$ cat config.mk
export PLATFORM = sky130hd
export DESIGN_NAME = bit_serializer
export DESIGN_NICKNAME = d
export VERILOG_FILES = /design/src/rtl/bit_serializer.sv
export SDC_FILE = /design/constraint.sdc
export NUM_CORES = 1
export LEC_CHECK = 0
export ABC_AREA = 0
export CAP_MARGIN = 20
export CORE_UTILIZATION = 47
export CTS_CLUSTER_SIZE = 10
export DETAILED_ROUTE_END_ITERATION = 8
export PLACE_DENSITY = 0.75
export SLEW_MARGIN = 20
export SYNTH_ARGS = -nofsm -noshare
export SYNTH_HDL_FRONTEND = slang
export SYNTH_SLANG_ARGS = --single-unit
$ cat constraint.sdc
create_clock -name CLK -period 1.7 [get_ports CLK]
set_input_delay 0.425 -clock CLK [delete_from_list [all_inputs] [get_ports CLK]]
set_output_delay 0.425 -clock CLK [all_outputs]
set_load 0.01 [all_outputs]
$ cat src/rtl/bit_serializer.sv
// -----------------------------------------------------------------------------
// bit_serializer
//   Upstream bit source for the synchronous bit FIFO / sine modulator chain.
//   Takes parallel bytes over a valid/ready handshake (byte mode) or produces
//   a PRBS7 test pattern (PRBS mode), and writes one bit per cycle into the
//   FIFO, holding off whenever the FIFO is full so no bit is lost or repeated.
//
// Parameters
//   DATA_W     byte width, 2..16
//   MSB_FIRST  1: byte_in[DATA_W-1] leaves first, 0: byte_in[0] leaves first
//   PRBS_SEED  LFSR load value on PRBS entry (0 is replaced by 7'h01)
//
// Ports
//   CLK         in   system clock, rising edge
//   RESET       in   asynchronous active-low reset
//   enable      in   block may accept bytes / generate PRBS
//   mode        in   0 = byte mode, 1 = PRBS7 mode (sampled in IDLE)
//   byte_in     in   parallel data, qualified by byte_valid
//   byte_valid  in   upstream has a byte
//   byte_ready  out  byte_in is accepted this cycle
//   fifo_bFull  in   FIFO full flag (combinational from the FIFO)
//   fifo_wEN    out  FIFO write enable
//   fifo_dIn    out  FIFO write data bit
//   busy        out  state is not IDLE
//   bit_count   out  bits written since reset, wraps at 16 bits
// -----------------------------------------------------------------------------
module bit_serializer #(
   parameter int          DATA_W    = 8,
   parameter bit          MSB_FIRST = 1'b1,
   parameter logic [6:0]  PRBS_SEED = 7'h7F
) (
   input  logic              CLK,
   input  logic              RESET,
   input  logic              enable,
   input  logic              mode,
   input  logic [DATA_W-1:0] byte_in,
   input  logic              byte_valid,
   output logic              byte_ready,
   input  logic              fifo_bFull,
   output logic              fifo_wEN,
   output logic              fifo_dIn,
   output logic              busy,
   output logic [15:0]       bit_count
);

   localparam int         CNT_W = $clog2(DATA_W + 1);
   // An all-zero LFSR would lock up, so a zero seed is substituted.
   localparam logic [6:0] SEED  = (PRBS_SEED == 7'h00) ? 7'h01 : PRBS_SEED;

   typedef enum logic [1:0] {
      S_IDLE  = 2'd0,
      S_SHIFT = 2'd1,
      S_PRBS  = 2'd2
   } state_t;

   state_t             state_q, state_d;
   logic [DATA_W-1:0]  sr_q, sr_d;
   logic [CNT_W-1:0]   cnt_q, cnt_d;
   logic [6:0]         lfsr_q, lfsr_d;
   logic [15:0]        bit_count_q, bit_count_d;

   logic               wr_s;
   logic               ready_s;
   logic               din_s;
   logic               head_s;
   logic [DATA_W-1:0]  sr_shift_s;

   // Head bit of the shift register and the register after one bit leaves.
   always_comb begin
      if (MSB_FIRST) begin
         head_s     = sr_q[DATA_W-1];
         sr_shift_s = {sr_q[DATA_W-2:0], 1'b0};
      end else begin
         head_s     = sr_q[0];
         sr_shift_s = {1'b0, sr_q[DATA_W-1:1]};
      end
   end

   // A write happens only when the FIFO has room; PRBS writes also need the
   // controls still pointing at PRBS, since leaving PRBS costs no write.
   assign wr_s = ((state_q == S_SHIFT) ||
                  ((state_q == S_PRBS) && enable && mode)) && !fifo_bFull;

   // Next-state, datapath updates and handshake/data outputs.
   always_comb begin
      state_d     = state_q;
      sr_d        = sr_q;
      cnt_d       = cnt_q;
      lfsr_d      = lfsr_q;
      bit_count_d = bit_count_q;
      ready_s     = 1'b0;
      din_s       = 1'b0;

      case (state_q)
         S_IDLE: begin
            ready_s = enable && !mode;
            if (byte_valid && ready_s) begin
               sr_d    = byte_in;
               cnt_d   = CNT_W'(DATA_W);
               state_d = S_SHIFT;
            end else if (enable && mode) begin
               lfsr_d  = SEED;
               state_d = S_PRBS;
            end else begin
               state_d = S_IDLE;
            end
         end

         S_SHIFT: begin
            din_s = head_s;
            if (wr_s) begin
               bit_count_d = bit_count_q + 16'd1;
               if (cnt_q == CNT_W'(1)) begin
                  // Last bit leaving: take the next byte on the same edge
                  // so back-to-back bytes stream with no gap.
                  if (enable && !mode && byte_valid) begin
                     ready_s = 1'b1;
                     sr_d    = byte_in;
                     cnt_d   = CNT_W'(DATA_W);
                     state_d = S_SHIFT;
                  end else begin
                     sr_d    = sr_shift_s;
                     cnt_d   = {CNT_W{1'b0}};
                     state_d = S_IDLE;
                  end
               end else begin
                  sr_d  = sr_shift_s;
                  cnt_d = cnt_q - CNT_W'(1);
               end
            end else begin
               state_d = S_SHIFT;
            end
         end

         S_PRBS: begin
            din_s = lfsr_q[6];
            if (!enable || !mode) begin
               state_d = S_IDLE;
            end else if (wr_s) begin
               // x^7 + x^6 + 1
               lfsr_d      = {lfsr_q[5:0], lfsr_q[6] ^ lfsr_q[5]};
               bit_count_d = bit_count_q + 16'd1;
            end else begin
               state_d = S_PRBS;
            end
         end

         default: begin
            state_d = S_IDLE;
         end
      endcase
   end

   // State and datapath registers.
   always_ff @(posedge CLK or negedge RESET) begin
      if (!RESET) begin
         state_q     <= S_IDLE;
         sr_q        <= {DATA_W{1'b0}};
         cnt_q       <= {CNT_W{1'b0}};
         lfsr_q      <= SEED;
         bit_count_q <= 16'd0;
      end else begin
         state_q     <= state_d;
         sr_q        <= sr_d;
         cnt_q       <= cnt_d;
         lfsr_q      <= lfsr_d;
         bit_count_q <= bit_count_d;
      end
   end

   // byte_ready is gated by RESET so it drops the instant reset asserts,
   // even while enable is still high.
   assign byte_ready = ready_s && RESET;
   assign fifo_wEN   = wr_s;
   assign fifo_dIn   = din_s;
   assign busy       = (state_q != S_IDLE);
   assign bit_count  = bit_count_q;

endmodule

==> results_dict.tcl, run 1 <==
set metrics [dict create \
    status "finished, violations left" \
    violations "negative setup slack" \
    finalNonFillerCells 325 \
    setup.worst_path.start "state_q[0]" \
    mostFrequentLayoutCell "buf_4" \
    worst_slack_ns -0.239 \
    finalInstanceArea_um2 3330 \
    root_buffer "clkbuf_8" \
    r2r_start "state_q[0]" \
    synthArstFlopShare_pct 100 \
    gp_congestion 0.775 \
    period_share_pct 114 \
    syn_inst 180 \
    die_w_um 66.2 \
    worst_pin_slew_ns 0.480 \
    fp.coreArea_um2 3800 \
    final_max_slew_viol_count 0 \
    clk_pin_slew_worst_paths_ns 0.07 \
    htreeDepth 2 \
    regArea_um2 938 \
    nets 296 \
    finalSetupTns_ns -4.76 \
    path_buf_inv 3 \
    synth_area_um2 1940 \
    path_max_fanout 5 \
    drive_gt1_share_pct 54.0 \
    critPathSlowestCell "dfrtp_1" \
    io_buffer_count 33 \
    relSlewSlack_pct 68.0 \
    dpl_worst_slack_ns -0.765 \
    peakVddDrop_uv 1070 \
    ys_seq_elements 37 \
    maxCapViolations 0 \
    clockPowerShare_pct 14.9 \
    dieArea_um2 4390 \
    hold_start "bit_count[15]" \
    grtUsageTotal_pct 27.9 \
    clock.fmax_mhz 516 \
    cpLargestDelayFamily "buffers and inverters" \
    synth_fp_nets 201 \
    syn_area_per_cell_um2 10.8 \
    drt-total-wl_mm 7.05 \
    crit_arrival_ns 2.12 \
    hpwl_mm 2.98 \
    place_area_um2 2530 \
    start_util_pct 51.1 \
    comb_power_share_pct 50.9 \
    fin_skew_ns 0.00361 \
    area_delta_synth_final_pct 71.9 \
    min_period_ns 1.94 \
    cellLeakagePower_nw 1.49 \
    seq_area_frac_synth_pct 48.2 \
    cts_buffers 5 \
    grt_max_degree 38 \
    synthFlopType "dfrtp_1" \
    p_per_area_nw_per_um2 1310 \
    cts_num_sinks 37 \
    grt_overflow 0 \
    holdBufCountCts 0 \
    seq_power_share_pct 34.1 \
    fillers 162 \
    synth-edff-count 0 \
    yosys_warnings 0 \
    core.rowCount 22 \
    fin_hold_ws_ns 0.489 \
    p_sw_share_pct 37.9 \
    hp-class "flip-flop to flip-flop" \
    multiInputGateArea_um2 1290 \
    num_io_pins 34 \
    grt_pass1_wl_mm 8.95 \
    crit_path_end_kind "flip-flop" \
    vias_per_cell 6.01 \
    drtIter0Drc 125 \
    startpoint_type "flip-flop" \
    drt_first_pass_iters 5 \
    hold_viol 0 \
    clk_latency_ns 0.30 \
    setup-violations-final 40 \
    p_int_mw 2.70 \
    worst_path_largest_cell_delay_ns 0.44 \
    die_h_um 66.2 \
    required_ns 1.88 \
    cts_tree "yes" \
    grt_pass1_vias 1857 \
    p_sw_mw 1.65 \
    rsz0062_at_grt "yes" \
    final_cell_mix "buf_4 (39), dfrtp_1 (27), clkdlybuf4s50_1 (21), buf_6 (19), xnor2_1 (13)" \
    crit_chain "inv_2, ha_4, nand3_4, buf_6, a2111oi_4, buf_4, nand4_1, xnor2_1" \
    num_vias 1953 \
    remaining_drc_errors 0 \
    synthDistinctLibCells 39 \
    grt_antenna_before_repair 1 \
    worstSetupPathType "flip-flop to flip-flop" \
    ant_nets 0 \
    clk_path_buf_depth 2 \
    wl_per_cell_um 21.7 \
    placed_cells 284 \
]
-- through the flow --
step / utilization, % / total power, mW
after floorplan: - / 1.99
after global placement: 66.7 / 2.48
after detailed placement: 66.7 / 2.57
after CTS: 78.6 / 3.66
after global routing: 87.7 / 4.50
final: 87.7 / 4.35
-- synthesized netlist by cell type, types with 3 or more instances --
library cell	number	share of area [%]
a21o_1	4	1.5
a21oi_1	4	1.0
buf_2	6	1.5
dfrtp_1	30	39
dfstp_2	7	9.5
ha_1	7	4.5
inv_1	7	1.4
mux2_2	3	1.7
mux2i_1	7	3.6
nand2_1	22	4.3
nand3_1	6	1.5
nand3b_1	3	1.2
nand4_1	6	1.9
nor2b_1	7	2.3
o21ai_0	17	4.4
xnor2_1	14	6.3
-- flip-flops by register name, indices dropped and copies added (netlist names) --
| signal | flops |
|---|---|
| state_q | 2 |
| cnt_q | 4 |
| bit_count | 16 |
| lfsr_q | 7 |
| sr_q | 8 |
-- kinds of logic (layout without fill, tap and decap cells) --
| kind of cell | after synthesis | in the layout | synth area share, % |
|---|---|---|---|
| AO/OA/AOI/OAI | 39 | 39 | 15.0 |
| XOR/XNOR | 16 | 16 | 7.23 |
| adder cells (fa/ha/maj) | 7 | 7 | 4.52 |
| buffers and inverters | 14 | 110 | 3.10 |
| flip-flops | 37 | 37 | 48.2 |
| multiplexers | 10 | 10 | 5.35 |
| other | 0 | 1 | 0 |
| AND/OR/NAND/NOR | 57 | 57 | 16.6 |
-- final timing paths --
check | end | slack [ns] | cells after the start
worst max-delay path | bit_count[13] | -0.24 | 8
worst min-delay path | bit_count[15] | 0.49 | 1
worst max register to register | bit_count[13] | -0.24 | 8
worst min register to register | bit_count[15] | 0.49 | 1
max in group asynchronous | bit_count[7] | 0.72 | 2
min in group asynchronous | sr_q[2] | 0.62 | 2
-- final cells by class --
type	instances	area share [%]
multi-input combinational	129	38.6
inverter	7	0.863
antenna	1	0.0751
tap	48	1.80
clock buffer	8	2.70
sequential	37	28.2
timing repair buffer	95	27.8
-- what timing repair did --
| action | in CTS | in global routing |
|---|---|---|
| pin swaps | 21 | 38 |
| resized for setup | 73 | 83 |
| cloned | 3 | 1 |
| endpoints found under the setup margin | 41 | 48 |
| setup buffers | 16 | 15 |
-- layer usage --
metal  up-vias  GRT usage [%]  routed length [um]
met5         -              0                   0
met4         0           10.9                 395
met3        53           4.83                 524
met2       129           52.0                3600
met1       950           31.2                2530
li1        821              -                   -
-- power groups by stage --
stage / Combinational [mW] / Clock (mW) / Sequential, mW
floorplan: 0.603 / 0 / 1.38
global placement: 1.12 / 0 / 1.36
detailed placement: 1.18 / 0 / 1.39
CTS: 1.64 / 0.635 / 1.39
global route: 2.31 / 0.683 / 1.50
finish: 2.22 / 0.650 / 1.48
No activity file was read; power rests on OpenSTA's default activity.
==> run 2, diff against run 1 <==
--- a/config.mk
+++ b/config.mk
@@ -11,7 +11,8 @@
 export CTS_CLUSTER_SIZE = 10
 export DETAILED_ROUTE_END_ITERATION = 8
 export PLACE_DENSITY = 0.75
-export SLEW_MARGIN = 20
+export SKIP_LAST_GASP = 1
+export SLEW_MARGIN = 15
 export SYNTH_ARGS = -nofsm -noshare
 export SYNTH_HDL_FRONTEND = slang
 export SYNTH_SLANG_ARGS = --single-unit
==> run 2 against run 1 <==
Compared with the run above:
- the flow still finishes with violations (negative setup slack)
- sequential share of layout area hardly changed
- design area is 0.15% higher
- first-iteration DRC count is 1.6% higher
- clock-buffer cell count stayed put
- clock skew hardly changed
- critical path depth is 1 higher
- register-to-register slack worse by 0.03 ns
- highest routed layer unchanged
==> results_dict.tcl, run 2 (synthesis results as in run 1) <==
set metrics [dict create \
    wl_per_cell_um 21.8 \
    cts_tree "yes" \
    crit_arrival_ns 2.16 \
    ant_nets 0 \
    cellLeakagePower_nw 1.50 \
    drt-total-wl_mm 7.08 \
    clk_latency_ns 0.29 \
    io_buffer_count 33 \
    drt_first_pass_iters 4 \
    r2r_setup_slack_ns -0.27 \
    area_delta_synth_final_pct 72.1 \
    final_max_slew_viol_count 0 \
    period_share_pct 116 \
    clk_pin_slew_worst_paths_ns 0.07 \
    grt_pass1_wl_mm 8.94 \
    largest_register_ffs 16 \
    num_io_pins 34 \
    clock.fmax_mhz 508 \
    drive_gt1_share_pct 54.2 \
    critPathSlowestCell "dfrtp_1" \
    status "finished, violations left" \
    holdBufCountCts 0 \
    rr_worst_depth 9 \
    diodes 0 \
    final_cell_mix "buf_4 (40), dfrtp_1 (27), clkdlybuf4s50_1 (21), buf_6 (19), xnor2_1 (13)" \
    finalSetupTns_ns -4.85 \
    nets 297 \
    relSlewSlack_pct 68.1 \
    hold_viol 0 \
    worstSetupPathType "flip-flop to flip-flop" \
    hold_path_depth 2 \
    core.rowCount 22 \
    path_max_fanout 6 \
    clk_path_buf_depth 2 \
    placed_cells 284 \
    num_vias 1971 \
    finalNonFillerCells 325 \
    peakVddDrop_uv 1000 \
    grt_max_degree 38 \
    maxCapViolations 0 \
    mostFrequentLayoutCell "buf_4" \
    vias_per_cell 6.06 \
    htreeDepth 2 \
    dieArea_um2 4390 \
    drtIter0Drc 127 \
    rsz0062_at_grt "yes" \
    crit_path_end_kind "flip-flop" \
    hpwl_mm 2.98 \
    worst_slack_ns -0.267 \
    die_h_um 66.2 \
    p_per_area_nw_per_um2 1300 \
    startpoint_type "flip-flop" \
    die_w_um 66.2 \
    gp_congestion 0.775 \
    fin_skew_ns 0.00366 \
    grtUsageTotal_pct 27.9 \
    crit_top_cell "buf_6" \
    cts_buffers 5 \
    grt_overflow 0 \
    cts_num_sinks 37 \
    start_util_pct 51.1 \
    regArea_um2 938 \
    final_util_pct 87.9 \
    violations "negative setup slack" \
    multiInputGateArea_um2 1290 \
    worst_path_largest_cell_delay_ns 0.44 \
    remaining_drc_errors 0 \
    required_ns 1.90 \
    fillers 168 \
    worst_pin_slew_ns 0.479 \
    grt_pass1_vias 1854 \
    dpl_worst_slack_ns -0.765 \
    crit_chain "inv_2, ha_4, buf_6, nand2b_4, buf_6, a21oi_4, buf_6, nand4_1, xnor2_1" \
    fp.coreArea_um2 3800 \
    root_buffer "clkbuf_8" \
    setup-violations-final 40 \
    grt_antenna_before_repair 0 \
    min_period_ns 1.97 \
    hp-class "flip-flop to flip-flop" \
]
run 2: changes by cell type in the layout (fill, tap and decap cells not counted):
cell and delta:
diode_2 -1, buf_4 +1
run 2: stage by stage:
step / hold slack, ns / instance area [um^2] / total power, mW
5_1_grt: 0.500 / 3340 / 4.51
6_report: 0.490 / 3340 / 4.35
3_3_place_gp: 0.461 / 2530 / 2.48
3_5_place_dp: 0.475 / 2530 / 2.57
4_1_cts: 0.485 / 2990 / 3.66
2_1_floorplan: 0.129 / 1940 / 1.99
run 2: repair_timing:
item,4_1_cts,5_1_grt
endpoints found under the setup margin,41,48
gates resized for setup,73,83
setup buffers,16,16
hold endpoints to repair,0,0
pin swaps,18,38
cloned,3,1
run 2: power by group:
part | switching [mW] | total, mW | internal [mW]
logic | 1.03 | 2.23 | 1.19
registers | 0.287 | 1.48 | 1.19
clock network | 0.316 | 0.646 | 0.331
run 2: cell type report:
type                            instances  share of cell area [%]
Tap cell                               48                    1.80
Multi-Input combinational cell        129                    38.6
Inverter                                7                   0.862
Clock buffer                            8                    2.70
Sequential cell                        37                    28.1
Timing Repair Buffer                   96                    28.0
run 2: final timing paths:
check	end	from
min	lfsr_q[4]	lfsr_q[4]
max reg2reg	bit_count[4]	state_q[0]
min in group asynchronous	cnt_q[1]	RESET
max in group asynchronous	bit_count[7]	RESET
min reg2reg	lfsr_q[4]	lfsr_q[4]
max	bit_count[4]	state_q[0]
run 2: worst max-delay path: cells and delay by family, from the launching register on:
| family | cells | cell delay (ns) |
|---|---|---|
| flops | 1 | 0.44 |
| xor+xnor | 1 | 0.25 |
| buf+inv | 4 | 0.51 |
| compound gates | 1 | 0.16 |
| fa+ha+maj | 1 | 0.20 |
| simple gates | 2 | 0.30 |
run 2: layer usage:
layer	vias to the layer above	GRT usage, %	part of all wire, %
li1	823	-	-
met5	-	0	0
met2	123	52.0	52
met3	45	4.83	6.8
met4	0	10.9	5.4
met1	980	31.1	36
